File: src/rtl/pkt_chan_merger.sv
// pkt_chan_merger
//   Merges NUM_CHANNELS per-channel valid/ready packet streams from the packet
//   router into one stream for the HSSL frame assembler. Each output packet is
//   tagged with the channel it arrived on.
//
//   Each channel has a one-entry holding buffer. A round-robin arbiter loads a
//   single registered output stage, so no channel can starve another.
//
// Ports
//   clk               clock
//   reset             asynchronous, active-high reset
//   pkt_in_data_in    per-channel packet (unpacked array)
//   pkt_in_vld_in     per-channel valid
//   pkt_in_rdy_out    per-channel ready (registered: !full, low during reset)
//   pkt_out_data_out  merged packet
//   pkt_out_chan_out  channel tag of the merged packet
//   pkt_out_vld_out   merged valid
//   pkt_out_rdy_in    downstream ready
//   pkt_cnt_out       per-channel output transfer count (only with
//                     PKT_CHAN_MERGER_CNT_EN defined)
//
// Configuration macros
//   PKT_BITS                default packet width (48 if undefined)
//   NUM_CHANS               default channel count (8 if undefined)
//   PKT_CHAN_MERGER_CNT_EN  adds the per-channel output transfer counters

`ifndef PKT_BITS
`define PKT_BITS 48
`endif
`ifndef NUM_CHANS
`define NUM_CHANS 8
`endif

module pkt_chan_merger #(
  parameter int PACKET_BITS  = `PKT_BITS,
  parameter int NUM_CHANNELS = `NUM_CHANS,
  parameter int CHAN_BITS    = $clog2(NUM_CHANNELS)
) (
  input  logic                    clk,
  input  logic                    reset,
  input  logic [PACKET_BITS-1:0]  pkt_in_data_in [NUM_CHANNELS],
  input  logic [NUM_CHANNELS-1:0] pkt_in_vld_in,
  output logic [NUM_CHANNELS-1:0] pkt_in_rdy_out,
  output logic [PACKET_BITS-1:0]  pkt_out_data_out,
  output logic [CHAN_BITS-1:0]    pkt_out_chan_out,
  output logic                    pkt_out_vld_out,
  input  logic                    pkt_out_rdy_in
`ifdef PKT_CHAN_MERGER_CNT_EN
  ,
  output logic [31:0]             pkt_cnt_out [NUM_CHANNELS]
`endif
);

  logic [PACKET_BITS-1:0]  buf_data [NUM_CHANNELS];
  logic [NUM_CHANNELS-1:0] full;
  logic [CHAN_BITS-1:0]    last;
  logic                    active;   // low in reset, high from the first edge after release

  logic                    load;
  logic [CHAN_BITS-1:0]    grant;
  logic                    grant_vld;
  logic [NUM_CHANNELS-1:0] accept;
  logic [NUM_CHANNELS-1:0] clr_mask;

  // Ready depends only on registered state: no path from pkt_out_rdy_in.
  assign pkt_in_rdy_out = ~full & {NUM_CHANNELS{active}};
  assign accept         = pkt_in_vld_in & pkt_in_rdy_out;

  // The output stage may load when empty or when it drains this cycle.
  assign load = !pkt_out_vld_out || pkt_out_rdy_in;

  // Round-robin search from last+1 upward with wrap. Offsets are visited from
  // the farthest to the nearest so the nearest full channel is written last
  // and wins; offset NUM_CHANNELS wraps to last itself (lowest priority).
  always_comb begin
    // NOTE: every variable gets a default before any conditional write so
    // that no path leaves it unassigned, which would infer a latch.
    grant     = last;
    grant_vld = 1'b0;
    for (int i = NUM_CHANNELS; i >= 1; i--) begin
      if (full[last + CHAN_BITS'(i)]) begin
        grant     = last + CHAN_BITS'(i);
        grant_vld = 1'b1;
      end
    end
  end

  assign clr_mask = (load && grant_vld) ? (NUM_CHANNELS'(1) << grant) : '0;

  // A granted buffer had rdy low this cycle, so it cannot be refilled at the
  // same edge; clear and set never collide on one channel.
  always_ff @(posedge clk or posedge reset) begin
    // NOTE: sequential state uses non-blocking assignments so every register
    // samples pre-edge values regardless of statement order.
    if (reset) begin
      full             <= '0;
      last             <= CHAN_BITS'(NUM_CHANNELS - 1);
      active           <= 1'b0;
      pkt_out_vld_out  <= 1'b0;
      pkt_out_data_out <= '0;
      pkt_out_chan_out <= '0;
    end else begin
      active <= 1'b1;
      full   <= (full & ~clr_mask) | accept;
      if (load) begin
        pkt_out_vld_out <= grant_vld;
        if (grant_vld) begin
          pkt_out_data_out <= buf_data[grant];
          pkt_out_chan_out <= grant;
          last             <= grant;
        end
      end
    end
  end

  // NOTE: the holding buffers carry no reset; their contents are never used
  // unless the matching full bit is set, which does reset.
  always_ff @(posedge clk) begin
    for (int c = 0; c < NUM_CHANNELS; c++) begin
      if (accept[c]) buf_data[c] <= pkt_in_data_in[c];
    end
  end

`ifdef PKT_CHAN_MERGER_CNT_EN
  logic [31:0] cnt [NUM_CHANNELS];

  // Counts wrap naturally at 32 bits.
  always_ff @(posedge clk or posedge reset) begin
    if (reset) begin
      for (int c = 0; c < NUM_CHANNELS; c++) cnt[c] <= '0;
    end else if (pkt_out_vld_out && pkt_out_rdy_in) begin
      for (int c = 0; c < NUM_CHANNELS; c++) begin
        if (pkt_out_chan_out == CHAN_BITS'(c)) cnt[c] <= cnt[c] + 32'd1;
      end
    end
  end

  assign pkt_cnt_out = cnt;
`endif

endmodule
File: config.mk
export PLATFORM = sky130hd
export DESIGN_NAME = pkt_chan_merger
export DESIGN_NICKNAME = d
export VERILOG_FILES = /design/src/rtl/pkt_chan_merger.sv
export SDC_FILE = /design/constraint.sdc
export NUM_CORES = 1
export LEC_CHECK = 0
export ABC_AREA = 1
export CORE_MARGIN = 2
export CORE_UTILIZATION = 30
export CTS_CLUSTER_SIZE = 14
export DETAILED_ROUTE_END_ITERATION = 7
export HOLD_SLACK_MARGIN = 0.08
export PLACE_DENSITY = 0.5
export SETUP_SLACK_MARGIN = 0.2
export SYNTH_ARGS = -nofsm -noshare
export SYNTH_HDL_FRONTEND = slang
export SYNTH_SLANG_ARGS = --single-unit
File: constraint.sdc
create_clock -name clk -period 4.2 [get_ports clk]
set_clock_uncertainty 0.15 [all_clocks]
set_input_delay 0.42 -clock clk [delete_from_list [all_inputs] [get_ports clk]]
set_output_delay 0.42 -clock clk [all_outputs]
set_load 0.01 [all_outputs]
# Word level (Yosys, flattened, before mapping)
# Memories as Yosys holds them, arrays and structs flattened. A register that Yosys moved wholly into a read port is not among the register bits.
# Index checks and enable logic that the tools add are counted.
# op_classes
addsub	7
bitwise	6
div_mod_pow	0
n_reduce_logical	4
multipliers	0
shift	1
eq_ne	0
mux	48
magnitude_cmp	8
# ops
cell	count
3-bit by 4-bit less-than comparator with 1-bit output, second input constant	8
1-bit two-way mux	32
8-bit AND	3
1-bit binary-select mux with 3-bit select	8
3-bit two-way mux	7
8-bit NOT	2
3-bit adder, second input constant	4
8-bit two-way mux	1
8-bit bitwise OR	1
1-bit by 3-bit << shifter with 8-bit output, first input constant	1
3-bit by 2-bit adder with 3-bit output, second input constant	2
3-bit by 1-bit adder with 3-bit output, second input constant	1
2-bit AND reduction	1
1-bit logical AND	1
1-bit zero test	1
1-bit logical OR	1
# totals
output_inout_bits	60
n_memories	1
mem_bits_ro	0
latchBits	0
ramBits	384
elab_cells	80
input_bits	395
ff_bits	16
# mem_list
memory	depth	word_bits	rd	rd_clocked_by_memory_dff	write_ports	line	text
buf_data	8	48	1	1	8	54	logic [PACKET_BITS-1:0] buf_data [NUM_CHANNELS];

# Logic depth before layout (Yosys ltp)
# depth
word_depth	15
depth_mapped	23

# Worst setup path before layout
# No wires, ideal clock.
# synth_timing
path_kind	reg-to-reg
startpoint	register last[0]
endpoint	register pkt_out_data_out[23], read port of buf_data
required_ps	3926
setup_ps	124
t_arrival_ps	2701
stages_incl_launch_ff	19
n_path_buf	4
path_slack_ps	1225
cell_sequence	dfstp_2 -> buf_4 -> inv_2 -> buf_6 -> ha_1 -> inv_1 -> nand3_1 -> nand3_2 -> nand2_1 -> nor2_1 -> nand2_1 -> o22ai_4 -> inv_2 -> nand2_2 -> inv_2 -> buf_6 -> buf_6 -> nand2_1 -> nand3_1
# synth_via
elab_chain_len	11
word_cells_on_any_way	39
cone_classes	add/sub (7); mux (31); reduce/logical (1)
# synth_rtl
element	line	text
start, declared	56	logic [CHAN_BITS-1:0] last;
start signal, assigned	97	last <= CHAN_BITS'(NUM_CHANNELS - 1);
start signal, assigned	110	last <= grant;
3-bit adder or 1-bit binary-select mux with 3-bit select (tied branches)	81, 82	
1-bit binary-select mux with 3-bit select or 1-bit two-way mux (tied branches)	81	if (full[last + CHAN_BITS'(i)]) begin
1-bit two-way mux (implied by the code)	81	
1-bit two-way mux (7 in a row)	81	
2-bit AND reduction (no source line)	-	
end, declared	44	output logic [PACKET_BITS-1:0] pkt_out_data_out,
# Several ways; a longest one is shown, not always the timed one. The select of a mux whose other input is x is not followed.
# A chain may end at the register's enable or synchronous reset.

# Final worst setup path
# layout_timing
startpoint	register last[0]
endpoint	register pkt_out_data_out[46], read port of buf_data
# Same word-level chain as after synthesis.

==> results.yml <==
run_status:
  outcome: "complete, no violations"
global_routing:
  grt_overflow: 0
  grt_max_degree: 108
  grt_pass1_vias: 14748
  gr-usage-all-layers_pct: 21.5
  antenna_found_initial: 23
  grt_pass1_wl_mm: 101
critical_path:
  r2r-start: "last[0]"
  crit_chain: "inv_2 > ha_2 > inv_1 > nand3_1 > nand3_1 > nand2_1 > nor2_1 > nand2_1 > nand3_4 > buf_12 > nand3_1 > nand2_1 > nand2_1 > nand2_1 > nand2_1 > nand3_1"
  crit_family: "simple AND/OR/NAND/NOR gates"
  critical_path_depth: 16
  worstPathMaxFanout: 106
  crit_path_frequent_cell: "nand2_1"
  cp.required_ns: 4.58
  timing.reg2reg.setup_slack_ns: 0.38
  critPathMaxStageDelay_ns: 0.66
  rr_endpoint: "pkt_out_data_out[46]"
  critPathKind: "register to register"
  r2r.worst_path.cells: 16
  start_kind: "register"
  crit_slowest_cell: "dfstp_2"
  endpoint_kind: "register"
  cp_num_buf_inv: 3
  worstPathArrival_ns: 4.20
synth:
  synth_nets: 2189
  netlist_instances: 1792
  synth-seq-area-share_pct: 69.6
  avgSynthCellArea_um2: 10.5
  synth-seq-cells: 448
  yosysUniqueCellTypes: 29
  ys.warnings.count: 0
  synthesis.area_um2: 18900
clock_network:
  root_buffer: "clkbuf_16"
  htree_levels: 2
  worstSkewPairLatency_ns: 0.61
  cts_buffer_depth: 3
  cts_tree: "yes"
  clkSlewWorstSetupHoldPaths_ns: 0.06
  cts_buffers: 51
  holdBufCountCts: 0
  clock_sinks: 448
die:
  coreArea_um2: 61900
  start_util_pct: 30.5
  die_w_um: 255
  die_y_um: 255
  io_pins: 455
  rows: 91
  die_area_um2: 64900
cells_and_area:
  final_cell_mix: "nand2_1, clkdlybuf4s50_1, edfxtp_1, nand3_1, dfrtp_1"
  drive_above_1_share_pct: 6.33
  final-seq-area_um2: 13100
  area_growth_pct: 38.9
  nets: 2631
  final_common_cell: "nand2_1"
  multi_input_area_um2: 5110
  fill_cells: 5958
placement:
  routabilityCongestion: 0.929
  port_buffers: 454
  hpwl_mm: 48.2
drt:
  drtAntennaViolNets: 0
  vias: 14786
  viasPerCell: 4.73
  wl_per_cell_um: 23.2
  firstDrtPassIters: 6
  drt-total-wl_mm: 72.5
  drt_iter0_markers: 1361
  drc_errors: 0
sta:
  relSlewSlack_pct: 39.0
  hold_viol: 0
  setup_viol: 0
  finalMaxSlewViolations: 0
  finalCriticalPeriod_ns: 3.82
  clock.fmax_mhz: 262
  rsz0062_at_grt: "yes"
  fin_crit_sh_pct: 91.0
  tightest_slew_ns: 0.915
  setup-tns-final_ns: 0
min_path:
  min_path_type: "primary input to async pin"
run:
  maxCapViolations: 0
-- worst max-delay path by stage --
| stage | slack (ns) | endpoint | start |
|---|---|---|---|
| 6_report | 0.38 | pkt_out_data_out[46] | last[0] |
| 5_1_grt | 0.17 | pkt_out_data_out[46] | last[0] |
| 4_1_cts | 0.28 | pkt_out_data_out[28] | last[0] |
| 3_5_place_dp | 0.29 | pkt_out_data_out[28] | last[0] |
| 3_3_place_gp | 0.34 | pkt_out_data_out[28] | last[0] |
| 2_1_floorplan | 1.23 | pkt_out_data_out[23] | last[0] |
-- layer usage --
layer	vias to the layer above	track usage [%]	part of all wire (%)
met4	20	7.23	2.5
li1	6905	-	-
met1	7167	29.1	43
met2	559	34.0	47
met3	135	4.93	7.3
met5	-	0	0.19
-- registers in the layout, summed over array words and instances, names as in the netlist --
register / flops
pkt_out_data_out: 48
last: 3
buf_data: 384
pkt_out_vld_out: 1
pkt_out_chan_out: 3
full: 8
active: 1
-- kinds of logic after synthesis --
family	Yosys count	share of synthesized area, %
buffers and inverters	129	3.77
XOR/XNOR	3	0.139
AND/OR/NAND/NOR	1187	25.6
AO/OA/AOI/OAI	22	0.743
other	1	0.0199
adder cells (fa/ha/maj)	2	0.133
flip-flops	448	69.6
-- per-stage QoR --
step                hold slack (ns)  std cells  setup WS [ns]  instance area (um^2)  util (%)
finish                        0.180       3127          0.378                 26200      42.3
global route                  0.179       3125          0.170                 26200      42.3
CTS                           0.167       3107          0.282                 26000      42.0
detailed placement            0.331       3012          0.294                 24300      39.2
global placement              0.329       3012          0.336                 24300      39.2
floorplan                     0.342       1792           1.23                 18900         -
-- Yosys cell counts --
cell / instances / share of area, %
nand2_1: 895 / 18
edfxtp_1: 384 / 61
nand3_1: 270 / 7.2
dfrtp_1: 61 / 8.1
buf_2: 59 / 1.6
buf_4: 19 / 0.76
inv_1: 19 / 0.38
nor2_1: 12 / 0.24
buf_6: 11 / 0.66
clkbuf_1: 11 / 0.22
inv_2: 8 / 0.16
o21ai_1: 8 / 0.21
a21oi_1: 6 / 0.16
nand2_2: 5 / 0.17
o21ai_0: 4 / 0.11
dfstp_2: 3 / 0.42
nand3_2: 3 / 0.16
ha_1: 2 / 0.13
xnor2_1: 2 / 0.093
a21oi_4: 1 / 0.086
a31oi_1: 1 / 0.033
and2_1: 1 / 0.033
buf_1: 1 / 0.020
clkinv_1: 1 / 0.020
conb_1: 1 / 0.020
nand4_1: 1 / 0.033
o21a_1: 1 / 0.040
o22ai_4: 1 / 0.11
xor2_1: 1 / 0.046
-- layout make-up --
| cell class | count | area share [%] |
|---|---|---|
| Antenna cell | 14 | 0.134 |
| Clock buffer | 63 | 5.04 |
| Clock inverter | 32 | 1.54 |
| Inverter | 28 | 0.425 |
| Multi-Input combinational cell | 1217 | 19.5 |
| Sequential cell | 448 | 50.1 |
| Tap cell | 837 | 4.00 |
| Timing Repair Buffer | 488 | 19.3 |
-- what timing repair did --
item	CTS	global route
endpoints found under the setup margin	0	37
setup buffers	0	2
gates resized for setup	0	10
Power is left out: the tool's default activity adds up to more than one toggle a clock period on the data nets, which glitch-free logic cannot reach.
